==> src/rtl/fence_controller.sv <==
// Sequencer for FENCE / FENCE.I / SFENCE.VMA: stalls ID, drains the back end,
// requests the I-cache invalidate or TLB flush, then releases ID and redirects fetch.
module fence_controller #(
    parameter int          DRAIN_MIN   = 2,
    parameter int          ACK_TIMEOUT = 1024,
    parameter logic [3:0]  FLUSH_EARLY = 4'b0110,
    parameter logic [3:0]  FLUSH_ALL   = 4'b0111
) (
    input  logic        clk,
    input  logic        rst,
    input  logic [3:0]  hazard_signal,
    input  logic        id_valid,
    input  logic [31:0] id_instruction,
    input  logic [31:0] id_pc,
    input  logic [31:0] id_rs1_val,
    input  logic        pipe_busy,
    input  logic        sb_empty,
    output logic        icache_inv_req,
    input  logic        icache_inv_ack,
    output logic        tlb_flush_req,
    output logic        tlb_flush_all,
    output logic [31:0] tlb_flush_vaddr,
    input  logic        tlb_flush_ack,
    output logic        fence_stall,
    output logic        fence_done,
    output logic        fence_error,
    output logic        refetch_valid,
    output logic [31:0] refetch_pc
);

    typedef enum logic [2:0] {IDLE, DRAIN, ICINV, TLBFL, DONE} state_t;
    typedef enum logic [1:0] {K_FENCE, K_FENCEI, K_SFENCE} kind_t;

    localparam logic [3:0]  DRAIN_LAST = 4'(DRAIN_MIN - 1);
    localparam logic [15:0] ACK_LAST   = 16'(ACK_TIMEOUT - 1);

    state_t      state;
    kind_t       cap_kind;
    logic [31:0] cap_pc;
    logic [3:0]  drain_cnt;
    logic [15:0] ack_cnt;

    logic [6:0] opcode;
    logic [2:0] funct3;
    logic [6:0] funct7;
    logic [4:0] rd_field;
    logic [4:0] rs1_field;
    logic       is_fence, is_fencei, is_sfence;
    logic       fence_detect, flush, ack_in;
    logic       unused_bits;

    assign opcode    = id_instruction[6:0];
    assign rd_field  = id_instruction[11:7];
    assign funct3    = id_instruction[14:12];
    assign rs1_field = id_instruction[19:15];
    assign funct7    = id_instruction[31:25];
    // rs2 (ASID) is not used: every SFENCE.VMA flushes regardless of address space.
    assign unused_bits = ^id_instruction[24:20];

    assign is_fence  = (opcode == 7'b0001111) && (funct3 == 3'b000);
    assign is_fencei = (opcode == 7'b0001111) && (funct3 == 3'b001);
    assign is_sfence = (opcode == 7'b1110011) && (funct3 == 3'b000) &&
                       (funct7 == 7'b0001001) && (rd_field == 5'd0);

    assign fence_detect = id_valid && (is_fence || is_fencei || is_sfence);
    assign flush        = (hazard_signal == FLUSH_EARLY) || (hazard_signal == FLUSH_ALL);
    assign ack_in       = (state == ICINV) ? icache_inv_ack : tlb_flush_ack;

    // Stall is raised in the detect cycle itself so ID holds the fence; released in DONE.
    assign fence_stall = !rst &&
                         (((state == IDLE) && fence_detect && !flush) ||
                          (state == DRAIN) || (state == ICINV) || (state == TLBFL));

    always_ff @(posedge clk or posedge rst) begin
        if (rst) begin
            state           <= IDLE;
            cap_kind        <= K_FENCE;
            cap_pc          <= 32'd0;
            drain_cnt       <= 4'd0;
            ack_cnt         <= 16'd0;
            icache_inv_req  <= 1'b0;
            tlb_flush_req   <= 1'b0;
            tlb_flush_all   <= 1'b0;
            tlb_flush_vaddr <= 32'd0;
            fence_done      <= 1'b0;
            fence_error     <= 1'b0;
            refetch_valid   <= 1'b0;
            refetch_pc      <= 32'd0;
        end else begin
            fence_done    <= 1'b0;
            fence_error   <= 1'b0;
            refetch_valid <= 1'b0;
            case (state)
                IDLE: begin
                    if (fence_detect && !flush) begin
                        cap_kind        <= is_fence ? K_FENCE : (is_fencei ? K_FENCEI : K_SFENCE);
                        cap_pc          <= id_pc;
                        tlb_flush_vaddr <= id_rs1_val;
                        tlb_flush_all   <= (rs1_field == 5'd0);
                        drain_cnt       <= 4'd0;
                        state           <= DRAIN;
                    end
                end
                DRAIN: begin
                    if (flush) begin
                        state <= IDLE;
                    end else if ((drain_cnt >= DRAIN_LAST) && !pipe_busy && sb_empty) begin
                        ack_cnt <= 16'd0;
                        case (cap_kind)
                            K_FENCEI: begin
                                state          <= ICINV;
                                icache_inv_req <= 1'b1;
                            end
                            K_SFENCE: begin
                                state         <= TLBFL;
                                tlb_flush_req <= 1'b1;
                            end
                            default: begin
                                state      <= DONE;
                                fence_done <= 1'b1;
                            end
                        endcase
                    end else if (drain_cnt != 4'hF) begin
                        drain_cnt <= drain_cnt + 4'd1;
                    end
                end
                // Ack wins over a same-cycle timeout; a flush wins over both.
                ICINV, TLBFL: begin
                    if (flush) begin
                        state          <= IDLE;
                        icache_inv_req <= 1'b0;
                        tlb_flush_req  <= 1'b0;
                    end else if (ack_in || (ack_cnt == ACK_LAST)) begin
                        state          <= DONE;
                        icache_inv_req <= 1'b0;
                        tlb_flush_req  <= 1'b0;
                        fence_done     <= 1'b1;
                        fence_error    <= !ack_in;
                        refetch_valid  <= 1'b1;
                        refetch_pc     <= cap_pc + 32'd4;
                    end else begin
                        ack_cnt <= ack_cnt + 16'd1;
                    end
                end
                DONE: begin
                    state <= IDLE;
                end
                default: begin
                    state <= IDLE;
                end
            endcase
        end
    end

endmodule

==> config.mk <==
export PLATFORM = sky130hd
export DESIGN_NAME = fence_controller
export DESIGN_NICKNAME = d
export VERILOG_FILES = /design/src/rtl/fence_controller.sv
export SDC_FILE = /design/constraint.sdc
export NUM_CORES = 1
export LEC_CHECK = 0
export BUFFER_PORTS_ARGS = -buffer_cell sky130_fd_sc_hd__buf_2
export CORE_MARGIN = 2
export CORE_UTILIZATION = 50
export CTS_BUF_LIST = sky130_fd_sc_hd__clkbuf_4 sky130_fd_sc_hd__clkbuf_8 sky130_fd_sc_hd__clkbuf_16
export DETAILED_ROUTE_END_ITERATION = 10
export MAX_ROUTING_LAYER = met4
export PLACE_DENSITY = 0.78
export SYNTH_ARGS = -nofsm -noshare
export SYNTH_HDL_FRONTEND = slang
export SYNTH_SLANG_ARGS = --single-unit
export TNS_END_PERCENT = 100
==> constraint.sdc <==
create_clock -name clk -period 11.15 [get_ports clk]
set_input_delay 2.23 -clock clk [delete_from_list [all_inputs] [get_ports clk]]
set_output_delay 2.23 -clock clk [all_outputs]
set_load 0.01 [all_outputs]
==> reports/metrics.yaml, run 1 <==
grt_use_total: 0.222
std_cell_rows: 39
synth_cells: 501
hpwl_um: 9100
yosys.area_share.adder: 0.0151
cp_slowest_cell: "or4_4"
cpMostUsedCell: "buf_2"
clockRootBuffer: "clkbuf_16"
cts_hold_buf: 0
p_comb_frac: 0.087
cap_violations: 0
layout_min_cycle_time_ps: 6670
internal_power_mw: 0.852
synth_mux_area_frac: 0.147
synth_xor_area_frac: 0.0528
cp_data_arrival_time_ps: 4440
cts_resized: 0
dieHeight_um: 112
clockBufferDepth: 2
finalSetupTns_ps: 0
worst-r2r-setup-slack_ps: 8300
synth_area_leaders: "dfrtp_1 (55%), mux2_2 (12%), xor2_1 (4.1%), a21oi_1 (3.2%), nor2_1 (3.0%)"
r2r_cells: 4
totalWireLength_um: 13000
worstSetupStartpointType: "primary input"
clock.fmax_mhz: 150
layout-drive-gt1-share: 0.413
pin_count: 178
hp-start: "tlb_flush_vaddr[0]"
fin_crit_sh: 0.598
synth-main-ff-cell: "dfrtp_1"
ant_nets: 0
finClkSkew_ps: 8.29
synthMostInstantiatedCell: "dfrtp_1"
synth_edf_count: 0
detail_route.wl_per_cell_um: 15.7
tightest_slew_ps: 1210
ys_ff_latch: 127
h-tree-depth: 4
reg2reg_to: "refetch_pc[3]"
synth_top_family_by_area: "simple AND/OR/NAND/NOR gates"
finalHoldViolations: 0
vias_per_cell: 5.47
num_vias: 4534
syn2layout_area_growth_pct: 25.9
p_leak_nw: 3.78
start_util: 0.511
synth_simple_gate_area_frac: 0.155
seqPwrFrac: 0.452
cts_setup_buffers: 0
portBuffers: 171
synth_compound_area_frac: 0.0586
grt_pass1_vias: 4530
endpoint_kind: "output pin"
fin_area_mm2: 0.00731
n_fill_cell: 898
hold_slack_ps: 499
worstSkewPairLatency_ps: 420
numCtsBuffers: 17
pwr-share-clk: 0.461
worstReg2RegStart: "ack_cnt[11]"
place_congestion: 0.878
cts.sinks: 127
setup_viol: 0
first_pass_iters: 6
placed_area_mm2: 0.00675
grt_max_degree: 70
avgSynthCellArea_um2: 11.6
rsz0062_at_grt: "no"
yosysWarnings: 0
ys_seq_area_frac: 0.547
crit_end: "fence_stall"
coreArea_mm2: 0.0114
ir_worst_vdd_mv: 0.108
grt_pass1_wl_um: 21600
power_density_mw_per_mm2: 154
tritoncts: "done"
crit_type: "primary input to output pin"
dieArea_mm2: 0.0125
die_w_um: 112
yosysTopAreaCell: "dfrtp_1"
drcViolationCount: 0
cp_max_fo: 69
clk_pin_slew_ps: 50
yosys-top-cells-count: "dfrtp_1 (127), mux2_2 (63), nor2_1 (47)"
utilization: 0.643
p_sw_mw: 0.270
grt_remaining_overflow: 0
synthArstFlopShare: 1.00
yosysTopAreaCellShare: 0.547
drv_slew: 0
startpoint: "id_instruction[30]"
syn_area_mm2: 0.00581
sw_frac_of_total: 0.241
outcome: "finished, final reports clean"
ys_types: 45
syn_nets: 615
initialDrtViolationCount: 318
maxSlewHeadroom: 0.192
final_nets: 786
cpPeakStageDelay_ps: 920
required_ps: 8920
path_cells: "buf_2, or4b_1, nor3_2, a21oi_1, or4_4, a31oi_1, buf_2"
hp-class: "flop to flop"
antenna_found_initial: 1
[per-layer routing]
metal  share of wire  track usage  vias up  wire, µm
met2            0.52        0.373      146      6750
li1                -            -     2139         -
met4           0.013       0.0733        0       172
met3           0.059       0.0615       18       765
met5               0            -        -         0
met1            0.41        0.260     2231      5330
[cell usage in the layout (no fill, tap or decap), types with 4 or more instances in the layout]
cell type / instances
buf_2: 171
clkbuf_16: 17
nor4_1: 9
nor2_1: 47
nand3_1: 25
clkinv_2: 6
inv_1: 5
xnor2_1: 8
ha_1: 7
and3_1: 8
a21oi_1: 37
mux2i_1: 4
nor3_1: 8
xor2_1: 27
dfrtp_1: 127
nand2_1: 23
o21ai_0: 6
mux2_4: 7
mux2_2: 63
nand4_1: 17
a31oi_1: 5
or3_1: 5
[logic make-up after synthesis]
| kind of cell | after synthesis |
|---|---|
| AOI/OAI and AO/OA | 60 |
| and+or+nand+nor | 170 |
| buffers and inverters | 28 |
| adders and majority gates | 7 |
| muxes | 74 |
| xor gates and xnor gates | 35 |
| DFF | 127 |
[power groups by stage]
stage                     registers [mW]  clock network, mW  logic (mW)
after CTS                          0.507              0.526      0.0995
final                              0.507              0.517      0.0978
after global routing               0.510              0.545       0.109
after global placement             0.513                  0      0.0939
after floorplan                    0.521                  0      0.0417
after detailed placement           0.515                  0      0.0987
[cell type report]
cell class,instances,area (µm²),area share
sequential,127,3180,0.435
multi-input combinational,346,2490,0.341
timing repair buffer,174,878,0.120
clock buffer,21,462,0.0632
tap,143,179,0.0245
clock inverter,11,92.6,0.0127
inverter,6,25.0,0.00342
antenna,1,2.50,0.000342
[worst max-delay path: cells and delay by family]
family | cells | cell delay [ps]
AOI/OAI and AO/OA | 2 | 350
buffers and inverters | 2 | 240
and+or+nand+nor | 3 | 1610
[how the worst min path moves through the flow]
| stage | end | slack, ps | cells after the start |
|---|---|---|---|
| after floorplan | ack_cnt[4] | 470 | 1 |
| after global placement | icache_inv_req | 480 | 1 |
| after detailed placement | tlb_flush_vaddr[21] | 490 | 1 |
| after CTS | tlb_flush_vaddr[0] | 500 | 1 |
| after global routing | tlb_flush_vaddr[29] | 510 | 1 |
| final | tlb_flush_vaddr[0] | 500 | 1 |
[registers in the layout (all words and copies together), names as in the netlist]
signal and flops:
ack_cnt 16, cap_kind 2, cap_pc 32, drain_cnt 4, fence_done 1, fence_error 1
icache_inv_req 1, refetch_pc 32, refetch_valid 1, state 3, tlb_flush_all 1, tlb_flush_req 1
tlb_flush_vaddr 32
[per-stage QoR]
stage,setup slack [ps],cells,power [mW]
floorplan,4800,501,0.562
global placement,4460,796,0.607
detailed placement,4430,796,0.613
CTS,4420,828,1.13
global route,4280,829,1.17
finish,4480,829,1.12
Power figures use the tool's default switching activity.
==> run 2: changes to the inputs <==
--- a/config.mk
+++ b/config.mk
@@ -5,13 +5,14 @@
 export SDC_FILE = /design/constraint.sdc
 export NUM_CORES = 1
 export LEC_CHECK = 0
+export ABC_AREA = 1
 export BUFFER_PORTS_ARGS = -buffer_cell sky130_fd_sc_hd__buf_2
 export CORE_MARGIN = 2
 export CORE_UTILIZATION = 50
 export CTS_BUF_LIST = sky130_fd_sc_hd__clkbuf_4 sky130_fd_sc_hd__clkbuf_8 sky130_fd_sc_hd__clkbuf_16
 export DETAILED_ROUTE_END_ITERATION = 10
 export MAX_ROUTING_LAYER = met4
-export PLACE_DENSITY = 0.78
+export PLACE_DENSITY = 0.77
 export SYNTH_ARGS = -nofsm -noshare
 export SYNTH_HDL_FRONTEND = slang
 export SYNTH_SLANG_ARGS = --single-unit
==> constraint.sdc (replaced) <==
create_clock -name clk -period 6.97 [get_ports clk]
set_input_delay 1.394 -clock clk [delete_from_list [all_inputs] [get_ports clk]]
set_output_delay 1.394 -clock clk [all_outputs]
set_load 0.01 [all_outputs]
==> reports/metrics.yaml, run 2 <==
outcome: "finished, final reports clean"
n_fill_cell: 1177
cts_resized: 0
hold_end: "tlb_flush_vaddr[26]"
ys_ff_latch: 127
yosys.area_share.adder: 0.0134
yosysTopAreaCell: "dfrtp_1"
crit_type: "primary input to output pin"
syn_nets: 978
yosysWarnings: 0
final_nets: 1148
ant_nets: 0
rsz0062_at_grt: "no"
drv_slew: 0
layout_min_cycle_time_ps: 3870
hp-start: "tlb_flush_vaddr[26]"
p_sw_mw: 0.648
std_cell_rows: 41
yosys-top-cells-count: "nand2_1 (382), dfrtp_1 (127), nor2_1 (85)"
synth_mux_area_frac: 0
synth_top_family_by_area: "simple AND/OR/NAND/NOR gates"
synthArstFlopShare: 1.00
portBuffers: 171
syn_area_mm2: 0.00652
clk_pin_slew_ps: 60
first_pass_iters: 5
die_w_um: 118
dieHeight_um: 118
grt_pass1_wl_um: 28000
synth_compound_area_frac: 0.0491
avgSynthCellArea_um2: 7.55
finClkSkew_ps: 8.60
numCtsBuffers: 17
reg2reg_to: "refetch_pc[19]"
tightest_slew_ps: 957
fin_crit_sh: 0.556
clockBufferDepth: 2
sw_frac_of_total: 0.294
grt_max_degree: 81
synth-main-ff-cell: "dfrtp_1"
finalHoldViolations: 0
start_util: 0.515
synthMostInstantiatedCell: "nand2_1"
ys_seq_area_frac: 0.487
finalSetupTns_ps: 0
cts_hold_buf: 0
synth_cells: 864
synth_area_leaders: "dfrtp_1 (49%), nand2_1 (22%), nor2_1 (4.9%), nand3_1 (4.2%), inv_1 (3.6%)"
place_congestion: 0.923
clock.fmax_mhz: 258
grt_remaining_overflow: 0
internal_power_mw: 1.56
worstSetupStartpointType: "primary input"
cts.sinks: 127
syn2layout_area_growth_pct: 23.8
endpoint_kind: "output pin"
drcViolationCount: 0
hpwl_um: 12200
cp_max_fo: 2
pwr-share-clk: 0.412
dieArea_mm2: 0.0140
final_cell_mix: "nand2_1 (382), buf_2 (171), dfrtp_1 (127)"
layout_commonest_cell: "nand2_1"
utilization: 0.638
ir_worst_vdd_mv: 0.155
cts_setup_buffers: 0
h-tree-depth: 4
yosysTopAreaCellShare: 0.487
antenna_found_initial: 0
seqPwrFrac: 0.391
coreArea_mm2: 0.0127
maxSlewHeadroom: 0.362
grt_pass1_vias: 5912
ys_types: 34
layout-drive-gt1-share: 0.224
worst-r2r-setup-slack_ps: 4420
holdPathStages: 2
p_leak_nw: 4.58
tritoncts: "done"
clockRootBuffer: "clkbuf_16"
num_vias: 6039
synth_simple_gate_area_frac: 0.352
p_comb_frac: 0.196
setup_viol: 0
worstReg2RegStart: "ack_cnt[0]"
power_density_mw_per_mm2: 274
required_ps: 5580
worstSkewPairLatency_ps: 420
pin_count: 178
vias_per_cell: 4.95
diodes: 0
totalWireLength_um: 16500
reg.largest.list: "cap_pc x32, refetch_pc x32, tlb_flush_vaddr x32"
grt_use_total: 0.260
synth_xor_area_frac: 0.0349
synth_edf_count: 0
cap_violations: 0
detail_route.wl_per_cell_um: 13.6
r2r_cells: 9
hp-class: "flop to flop"
cp_data_arrival_time_ps: 2480
initialDrtViolationCount: 496
-- run 2: cells by family (layout without fill, tap and decap cells) --
group / Yosys count / count (layout)
xor gates and xnor gates: 26 / 26
buffers and inverters: 89 / 272
and+or+nand+nor: 560 / 560
DFF: 127 / 127
adders and majority gates: 7 / 7
AOI/OAI and AO/OA: 55 / 55
-- run 2: power groups by stage --
stage	registers [mW]	clock network, mW	logic, mW
after CTS	0.865	0.925	0.437
after global routing	0.876	0.953	0.490
after floorplan	0.899	0	0.264
after global placement	0.873	0	0.426
final	0.865	0.911	0.433
after detailed placement	0.876	0	0.435
-- run 2: area by class of cell --
| class | instances | area [µm²] | share of cell area |
|---|---|---|---|
| sequential | 127 | 3180 | 0.393 |
| multi-input combinational | 648 | 2940 | 0.364 |
| timing repair buffer | 175 | 886 | 0.110 |
| clock buffer | 22 | 482 | 0.0596 |
| inverter | 65 | 246 | 0.0305 |
| tap | 172 | 215 | 0.0266 |
| clock inverter | 10 | 134 | 0.0166 |
-- run 2: through the flow --
stage / total power, mW / area [µm²] / hold slack (ps) / setup slack, ps / cells
4_1_cts: 2.23 / 8080 / 475 / 3040 / 1219
3_5_place_dp: 1.31 / 7460 / 460 / 3040 / 1187
3_3_place_gp: 1.30 / 7460 / 455 / 3040 / 1187
6_report: 2.21 / 8080 / 469 / 3100 / 1219
2_1_floorplan: 1.16 / 6520 / 442 / 2190 / 864
5_1_grt: 2.32 / 8080 / 495 / 3010 / 1219
-- run 2: worst max-delay path, cell delays in order --
cell and delay, ps:
buf_2 100, nor3_1 300, nand3_1 150, nand2_1 170
nand3_2 90, a21oi_1 130, buf_2 140
-- run 2: worst max path at each step --
| stage | start | endpoint | slack (ps) | depth (start not counted) |
|---|---|---|---|---|
| CTS | id_instruction[4] | fence_stall | 3040 | 7 |
| finish | id_instruction[4] | fence_stall | 3100 | 7 |
| detailed placement | id_instruction[4] | fence_stall | 3040 | 7 |
| global placement | id_instruction[4] | fence_stall | 3040 | 7 |
| floorplan | rst | ack_cnt[0] | 2190 | 1 |
| global route | id_instruction[4] | fence_stall | 3010 | 7 |
-- run 2: layer usage --
| layer | vias up | global-route usage | wire length [µm] |
|---|---|---|---|
| met5 | - | - | 0 |
| met4 | 0 | 0.0806 | 239 |
| met3 | 20 | 0.0618 | 1030 |
| met2 | 197 | 0.406 | 7720 |
| met1 | 2789 | 0.337 | 7540 |
| li1 | 3033 | - | - |
